## config.mk

```make
export PLATFORM = sky130hd
export DESIGN_NAME = hazard_tracker
export DESIGN_NICKNAME = d
export VERILOG_FILES = /design/src/rtl/hazard_tracker.sv
export SDC_FILE = /design/constraint.sdc
export NUM_CORES = 1
export LEC_CHECK = 0
export ABC_AREA = 1
export CAP_MARGIN = 10
export CORE_MARGIN = 5
export CORE_UTILIZATION = 45
export CTS_CLUSTER_SIZE = 24
export DETAILED_ROUTE_END_ITERATION = 10
export GPL_TIMING_DRIVEN = 0
export HOLD_SLACK_MARGIN = 0.06
export PLACE_DENSITY_LB_ADDON = 0.3
export SKIP_LAST_GASP = 1
export SYNTH_ARGS = -nofsm -noshare
export SYNTH_HDL_FRONTEND = slang
export SYNTH_SLANG_ARGS = --single-unit
```

## constraint.sdc

```tcl
create_clock -name clk -period 2.7 [get_ports clk]
set_input_delay 0.54 -clock clk [delete_from_list [all_inputs] [get_ports clk]]
set_output_delay 0.54 -clock clk [all_outputs]
set_load 0.005 [all_outputs]
```

## src/rtl/hazard_tracker.sv

```systemverilog
// hazard_tracker
// Pipeline hazard unit for a five-stage in-order core. Tracks the destination
// register and remaining result latency (Tnew) of instructions in E, M and W,
// compares them against the operand needs (Tuse) of the instruction in D,
// and produces a stall request plus bypass selects for the D, E and M operands.
//
// Build option: define HAZARD_FWD_EN to enable bypassing. Without it every
// fwd_* output is 0 and any pending write to a register that D reads stalls.
//
// Ports
//   clk                 pipeline clock, rising edge
//   reset               synchronous active-high reset
//   d_a1, d_a2          D-stage rs / rt read addresses (0 = no read)
//   d_a3                D-stage destination (0 = no write)
//   d_ic                D-stage hazard class (10-15 behave as nop)
//   stall               freeze PC and IF/ID, bubble into E
//   fwd_d_rs, fwd_d_rt  D bypass: 0=RF 1=E 2=M 3=W
//   fwd_e_rs, fwd_e_rt  E bypass: 0=pipeline reg 2=M 3=W
//   fwd_m_rt            M store-data bypass: 0=pipeline reg 3=W
module hazard_tracker (
  input  logic       clk,
  input  logic       reset,
  input  logic [4:0] d_a1,
  input  logic [4:0] d_a2,
  input  logic [4:0] d_a3,
  input  logic [3:0] d_ic,
  output logic       stall,
  output logic [1:0] fwd_d_rs,
  output logic [1:0] fwd_d_rt,
  output logic [1:0] fwd_e_rs,
  output logic [1:0] fwd_e_rt,
  output logic [1:0] fwd_m_rt
);

  localparam logic [3:0] CLS_CAL_R = 4'd1;
  localparam logic [3:0] CLS_CAL_I = 4'd2;
  localparam logic [3:0] CLS_LOAD  = 4'd3;
  localparam logic [3:0] CLS_STORE = 4'd4;
  localparam logic [3:0] CLS_B     = 4'd5;
  localparam logic [3:0] CLS_JR    = 4'd7;
  localparam logic [3:0] CLS_JAL   = 4'd8;
  localparam logic [3:0] CLS_JALR  = 4'd9;

  // Class decode: when an operand is read and when a result becomes ready.
  logic       tuse_rs_vld, tuse_rt_vld, tnew_vld;
  logic [1:0] tuse_rs, tuse_rt, tnew_dec;

  always_comb begin
    tuse_rs_vld = 1'b0;
    tuse_rs     = 2'd0;
    tuse_rt_vld = 1'b0;
    tuse_rt     = 2'd0;
    tnew_vld    = 1'b0;
    tnew_dec    = 2'd0;
    case (d_ic)
      CLS_CAL_R: begin
        tuse_rs_vld = 1'b1; tuse_rs = 2'd1;
        tuse_rt_vld = 1'b1; tuse_rt = 2'd1;
        tnew_vld    = 1'b1; tnew_dec = 2'd1;
      end
      CLS_CAL_I: begin
        tuse_rs_vld = 1'b1; tuse_rs = 2'd1;
        tnew_vld    = 1'b1; tnew_dec = 2'd1;
      end
      CLS_LOAD: begin
        tuse_rs_vld = 1'b1; tuse_rs = 2'd1;
        tnew_vld    = 1'b1; tnew_dec = 2'd2;
      end
      CLS_STORE: begin
        tuse_rs_vld = 1'b1; tuse_rs = 2'd1;
        tuse_rt_vld = 1'b1; tuse_rt = 2'd2;
      end
      CLS_B: begin
        tuse_rs_vld = 1'b1; tuse_rs = 2'd0;
        tuse_rt_vld = 1'b1; tuse_rt = 2'd0;
      end
      CLS_JR: begin
        tuse_rs_vld = 1'b1; tuse_rs = 2'd0;
      end
      CLS_JAL: begin
        tnew_vld    = 1'b1; tnew_dec = 2'd0;
      end
      CLS_JALR: begin
        tuse_rs_vld = 1'b1; tuse_rs = 2'd0;
        tnew_vld    = 1'b1; tnew_dec = 2'd0;
      end
      default: ;
    endcase
  end

  // Pipeline tracking state. W only needs its destination: its result is
  // always ready.
  logic [4:0] e_a1_q, e_a2_q, e_a3_q, m_a2_q, m_a3_q, w_a3_q;
  logic [1:0] e_tnew_q, m_tnew_q;
  logic [4:0] e_a1_d, e_a2_d, e_a3_d;
  logic [1:0] e_tnew_d, m_tnew_d;

  always_comb begin
    e_a1_d   = d_a1;
    e_a2_d   = d_a2;
    // A class that never writes enters E with no destination so it can
    // never be matched downstream.
    e_a3_d   = tnew_vld ? d_a3 : 5'd0;
    e_tnew_d = tnew_vld ? tnew_dec : 2'd0;
    if (stall) begin
      e_a1_d   = 5'd0;
      e_a2_d   = 5'd0;
      e_a3_d   = 5'd0;
      e_tnew_d = 2'd0;
    end
    m_tnew_d = (e_tnew_q != 2'd0) ? e_tnew_q - 2'd1 : 2'd0;
  end

  always_ff @(posedge clk) begin
    if (reset) begin
      e_a1_q   <= 5'd0;
      e_a2_q   <= 5'd0;
      e_a3_q   <= 5'd0;
      e_tnew_q <= 2'd0;
      m_a2_q   <= 5'd0;
      m_a3_q   <= 5'd0;
      m_tnew_q <= 2'd0;
      w_a3_q   <= 5'd0;
    end else begin
      e_a1_q   <= e_a1_d;
      e_a2_q   <= e_a2_d;
      e_a3_q   <= e_a3_d;
      e_tnew_q <= e_tnew_d;
      m_a2_q   <= e_a2_q;
      m_a3_q   <= e_a3_q;
      m_tnew_q <= m_tnew_d;
      w_a3_q   <= m_a3_q;
    end
  end

  // Address hits against D operands. A zero a3 never hits, which also keeps
  // a zero read address from ever matching.
  logic e_hit_rs, e_hit_rt, m_hit_rs, m_hit_rt;
  assign e_hit_rs = (e_a3_q != 5'd0) && (e_a3_q == d_a1);
  assign e_hit_rt = (e_a3_q != 5'd0) && (e_a3_q == d_a2);
  assign m_hit_rs = (m_a3_q != 5'd0) && (m_a3_q == d_a1);
  assign m_hit_rt = (m_a3_q != 5'd0) && (m_a3_q == d_a2);

`ifdef HAZARD_FWD_EN
  // Stall only when the producer cannot deliver by the time D needs it.
  assign stall = (e_hit_rs && tuse_rs_vld && (e_tnew_q > tuse_rs)) ||
                 (e_hit_rt && tuse_rt_vld && (e_tnew_q > tuse_rt)) ||
                 (m_hit_rs && tuse_rs_vld && (m_tnew_q > tuse_rs)) ||
                 (m_hit_rt && tuse_rt_vld && (m_tnew_q > tuse_rt));

  // Nearest ready producer wins.
  always_comb begin
    fwd_d_rs = 2'd0;
    fwd_d_rt = 2'd0;
    fwd_e_rs = 2'd0;
    fwd_e_rt = 2'd0;
    fwd_m_rt = 2'd0;

    if (e_hit_rs && (e_tnew_q == 2'd0))      fwd_d_rs = 2'd1;
    else if (m_hit_rs && (m_tnew_q == 2'd0)) fwd_d_rs = 2'd2;

    if (e_hit_rt && (e_tnew_q == 2'd0))      fwd_d_rt = 2'd1;
    else if (m_hit_rt && (m_tnew_q == 2'd0)) fwd_d_rt = 2'd2;

    if ((m_a3_q != 5'd0) && (m_a3_q == e_a1_q) && (m_tnew_q == 2'd0)) fwd_e_rs = 2'd2;
    else if ((w_a3_q != 5'd0) && (w_a3_q == e_a1_q))                  fwd_e_rs = 2'd3;

    if ((m_a3_q != 5'd0) && (m_a3_q == e_a2_q) && (m_tnew_q == 2'd0)) fwd_e_rt = 2'd2;
    else if ((w_a3_q != 5'd0) && (w_a3_q == e_a2_q))                  fwd_e_rt = 2'd3;

    if ((w_a3_q != 5'd0) && (w_a3_q == m_a2_q)) fwd_m_rt = 2'd3;
  end
`else
  // No bypass network: any in-flight write to an operand D actually reads
  // holds D until the value has reached the register file.
  assign stall = ((e_hit_rs || m_hit_rs) && tuse_rs_vld) ||
                 ((e_hit_rt || m_hit_rt) && tuse_rt_vld);

  assign fwd_d_rs = 2'd0;
  assign fwd_d_rt = 2'd0;
  assign fwd_e_rs = 2'd0;
  assign fwd_e_rt = 2'd0;
  assign fwd_m_rt = 2'd0;

  // Timing and operand state is only consumed by the bypass build; fold it
  // here so this build carries no dangling nets.
  logic unused_nofwd;
  assign unused_nofwd = ^{e_a1_q, e_a2_q, m_a2_q, e_tnew_q, m_tnew_q,
                          tuse_rs, tuse_rt, w_a3_q};
`endif

endmodule

```

==> results_tabular.tex <==
\begin{tabular}{lr}
\hline
Metric & Value \\
\hline
\multicolumn{2}{l}{\textbf{Global routing}} \\
Global-route wire length before repair & $\sim$2.5 mm \\
Final global-route overflow total & 0 \\
Total track usage & 12.5\% \\
Pin count of the biggest net entering global routing & 7 \\
Number of global-route vias before repair & 656 \\
Number of antenna violations at the first check in global routing & 0 \\
\multicolumn{2}{l}{\textbf{Final layout}} \\
Register area & roughly 200 µm² \\
Commonest non-fill, non-tap cells in the layout & sky130\_fd\_sc\_hd\_\_nand2\_1 (27), sky130\_fd\_sc\_hd\_\_nor2\_1 (23), sky130\_fd\_sc\_hd\_\_inv\_1 (23), sky130\_fd\_sc\_hd\_\_clkdlybuf4s50\_1 (12) \\
Area growth syn-to-layout & 43.7\% \\
\# fillers & 154 \\
Most frequent standard cell in the layout excluding fill and tap cells & sky130\_fd\_sc\_hd\_\_nand2\_1 \\
Antenna cell count & 0 \\
Final standard cell utilization of the core & 66.0\% \\
Fraction of layout cells with a size suffix above 1 & roughly an eighth \\
Cell area after layout & 1100 µm² \\
Area of the multi-input gates & 450 µm² \\
Final Instance Count excl. Fillers & 173 \\
Number of nets in the layout & 178 \\
\multicolumn{2}{l}{\textbf{Yosys}} \\
Top area cells in the synthesized netlist & sky130\_fd\_sc\_hd\_\_dfxtp\_1 (26\%), sky130\_fd\_sc\_hd\_\_nand2\_1 (14\%), sky130\_fd\_sc\_hd\_\_inv\_1 (11\%), sky130\_fd\_sc\_hd\_\_nor2\_1 (11\%), sky130\_fd\_sc\_hd\_\_xnor2\_1 (10\%) \\
Post-synthesis register bit count & 10 \\
Syn. warnings & 0 \\
Netlist area before placement & 767 µm² \\
Area leader, netlist & sky130\_fd\_sc\_hd\_\_dfxtp\_1 \\
Average footprint of a synthesized cell & 6.29 µm² \\
Share of synthesized area occupied by flip-flops and latches & around a quarter \\
Synthesized netlist cell count & 122 \\
Proportion of netlist area held by the largest area contributor & 26.1\% \\
Synth cell types & 15 \\
\multicolumn{2}{l}{\textbf{Die}} \\
Core region area & 1670 µm² \\
DIE WIDTH & 51.3 µm \\
Die Y-Extent & around 51 µm \\
Row Count & 15 \\
Effective utilization at floorplan & about 46\% \\
Number of placed I/O pins & 32 \\
Total Die Area & 2630 µm² \\
\multicolumn{2}{l}{\textbf{Placed design}} \\
Post-DP Area & 1030 µm² \\
RD Place Congestion & 0.800 \\
Inst Count DP & 169 \\
Count of port buffers added during placement & 21 \\
HPWL after DPL & 1.31 mm \\
Worst setup slack after placement & 0.00911 ns \\
\multicolumn{2}{l}{\textbf{Power and ir drop}} \\
Static leakage power & 0.646 nW \\
Worst vdd ir & 0.000281 V \\
Logic pwr share & 25.2\% \\
Proportion of power drawn by the clock network & 34.7\% \\
Part of the total power dissipated in sequential elements & 40.2\% \\
Sw frac & 26.0\% \\
Power per cell area & 355 nW/µm² \\
Internal power component & 0.290 mW \\
Net switching power figure & 0.102 mW \\
\multicolumn{2}{l}{\textbf{Routing}} \\
Residual DRC & 0 \\
Detailed Routing Iterations Pass 1 & 3 \\
Starting DRC count in detailed routing & 6 \\
WL/cell & 8.81 µm \\
Detailed-route via count & 730 \\
Wirelength, routed & $\sim$1.5 mm \\
Post-route ant nets & 0 \\
Via-per-instance ratio & about 4.2 \\
\multicolumn{2}{l}{\textbf{Critical path}} \\
Crit path capture type & output port \\
Peak fanout along the critical path & 3 \\
Arrival time at the worst endpoint & 2.06 ns \\
Critical path launch point type & input pin \\
Setup CP Type & input pin to output port \\
Required arrival time at the worst endpoint & 2.16 ns \\
\multicolumn{2}{l}{\textbf{Timing}} \\
Minimum setup slack in the final design & 0.0982 ns \\
Setup repair after global routing missed its margin & no \\
Setup-violating endpoint count in the final report & 0 \\
Final hold violation count & 0 \\
Min cycle time layout & 2.60 ns \\
Skew final & 0.00674 ns \\
Setup TNS Final & 0 ns \\
Count of pins over their slew limit & 0 \\
Max Freq & 384 MHz \\
Period Utilization, post-route & 96.4\% \\
\multicolumn{2}{l}{\textbf{Clock network}} \\
Clock root buffer & sky130\_fd\_sc\_hd\_\_clkbuf\_4 \\
H-tree levels & 1 \\
Latest clock arrival within the worst-skew pair & 0.27 ns \\
TritonCTS clock tree & yes \\
Number of buffers created by CTS & 3 \\
Hold-fix buffers at CTS & 0 \\
Clock transition at the registers of the reported paths & $\sim$0.07 ns \\
Total number of clock tree sinks & 10 \\
Buffer depth of the longest clock path & 2 \\
Count of buffers added by post-CTS timing repair for setup & 0 \\
\multicolumn{2}{l}{\textbf{Job}} \\
Number of max-cap violations & 0 \\
\multicolumn{2}{l}{\textbf{Min path}} \\
Worst hold path type & register to register \\
\multicolumn{2}{l}{\textbf{Status}} \\
Status & finished, final reports clean \\
\hline
\end{tabular}
[flip-flops by register name (all words and copies together), names as in the netlist]
name,count
e_a3_q,5
m_a3_q,5
[layout make-up]
cell class / count / share of cell area (%)
buffer: 10 / 6.81
clock buffer: 4 / 3.29
inverter: 23 / 7.83
multi-input combinational: 88 / 40.9
sequential: 10 / 18.2
tap: 17 / 1.93
timing repair buffer: 21 / 21.1
[path summary, 6_finish.rpt]
| kind | startpoint | endpoint | slack (ns) | cells past startpoint |
|---|---|---|---|---|
| setup reg to reg | e_a3_q[4]$_SDFF_PP0_ | e_a3_q[3]$_SDFF_PP0_ | 1.50 | 9 |
| setup / recovery | d_ic[1] | stall | 0.1 | 8 |
| hold reg to reg | e_a3_q[0]$_SDFF_PP0_ | m_a3_q[0]$_SDFF_PP0_ | 0.49 | 2 |
| hold / removal | e_a3_q[0]$_SDFF_PP0_ | m_a3_q[0]$_SDFF_PP0_ | 0.49 | 2 |
[routing by layer]
metal	track usage, %	part of all wire [%]	vias to the layer above
met1	14.7	45	306
met5	0	0	-
met2	21.2	48	19
li1	-	-	405
met4	2.62	0	0
met3	4.96	7.0	0
[cells in the mapped netlist]
library cell,count
sky130_fd_sc_hd__nand2_2,2
sky130_fd_sc_hd__nand3_4,1
sky130_fd_sc_hd__conb_1,1
sky130_fd_sc_hd__buf_4,10
sky130_fd_sc_hd__a21oi_1,2
sky130_fd_sc_hd__nor2_1,23
sky130_fd_sc_hd__o21ai_0,1
sky130_fd_sc_hd__a211oi_1,1
sky130_fd_sc_hd__xnor2_1,9
sky130_fd_sc_hd__a31oi_1,1
sky130_fd_sc_hd__nand3_1,4
sky130_fd_sc_hd__dfxtp_1,10
sky130_fd_sc_hd__inv_1,23
sky130_fd_sc_hd__nand2_1,28
sky130_fd_sc_hd__xor2_1,6
[cells by family (layout without fill, tap and decap cells)]
logic type	count (synthesis)	after routing	share of synthesized area, %
compound gates	5	5	3.75
xor+xnor	15	15	17.1
buf+inv	33	58	21.0
flops	10	10	26.1
other cells	1	10	0.489
simple gates	58	58	31.5
[timing repair]
action | 4_1_cts | 5_1_grt
endpoints found under the setup margin | 1 | 1
pin swaps | 1 | 2
gates resized for setup | 0 | 12
[through the flow]
step	hold slack, ns	power, mW
finish	0.488	0.392
global route	0.513	0.413
CTS	0.490	0.397
detailed placement	0.477	0.258
global placement	0.470	0.256
floorplan	0.451	0.216
[worst max-delay path, stage by stage]
cell and delay, ns:
sky130_fd_sc_hd__clkdlybuf4s50_1 0.51, sky130_fd_sc_hd__inv_1 0.09, sky130_fd_sc_hd__nand2_2 0.08, sky130_fd_sc_hd__a21oi_1 0.07, sky130_fd_sc_hd__a21oi_2 0.12, sky130_fd_sc_hd__nand2_2 0.09, sky130_fd_sc_hd__nand2_1 0.06, sky130_fd_sc_hd__clkdlybuf4s50_1 0.49
[power groups by stage]
stage / clock network, mW / logic, mW / registers, mW
after global routing: 0.143 / 0.112 / 0.158
after global placement: 0 / 0.0961 / 0.160
after detailed placement: 0 / 0.0978 / 0.161
after floorplan: 0 / 0.0563 / 0.159
after CTS: 0.141 / 0.0983 / 0.157
final: 0.136 / 0.0985 / 0.157
Power figures use the tool's default switching activity.
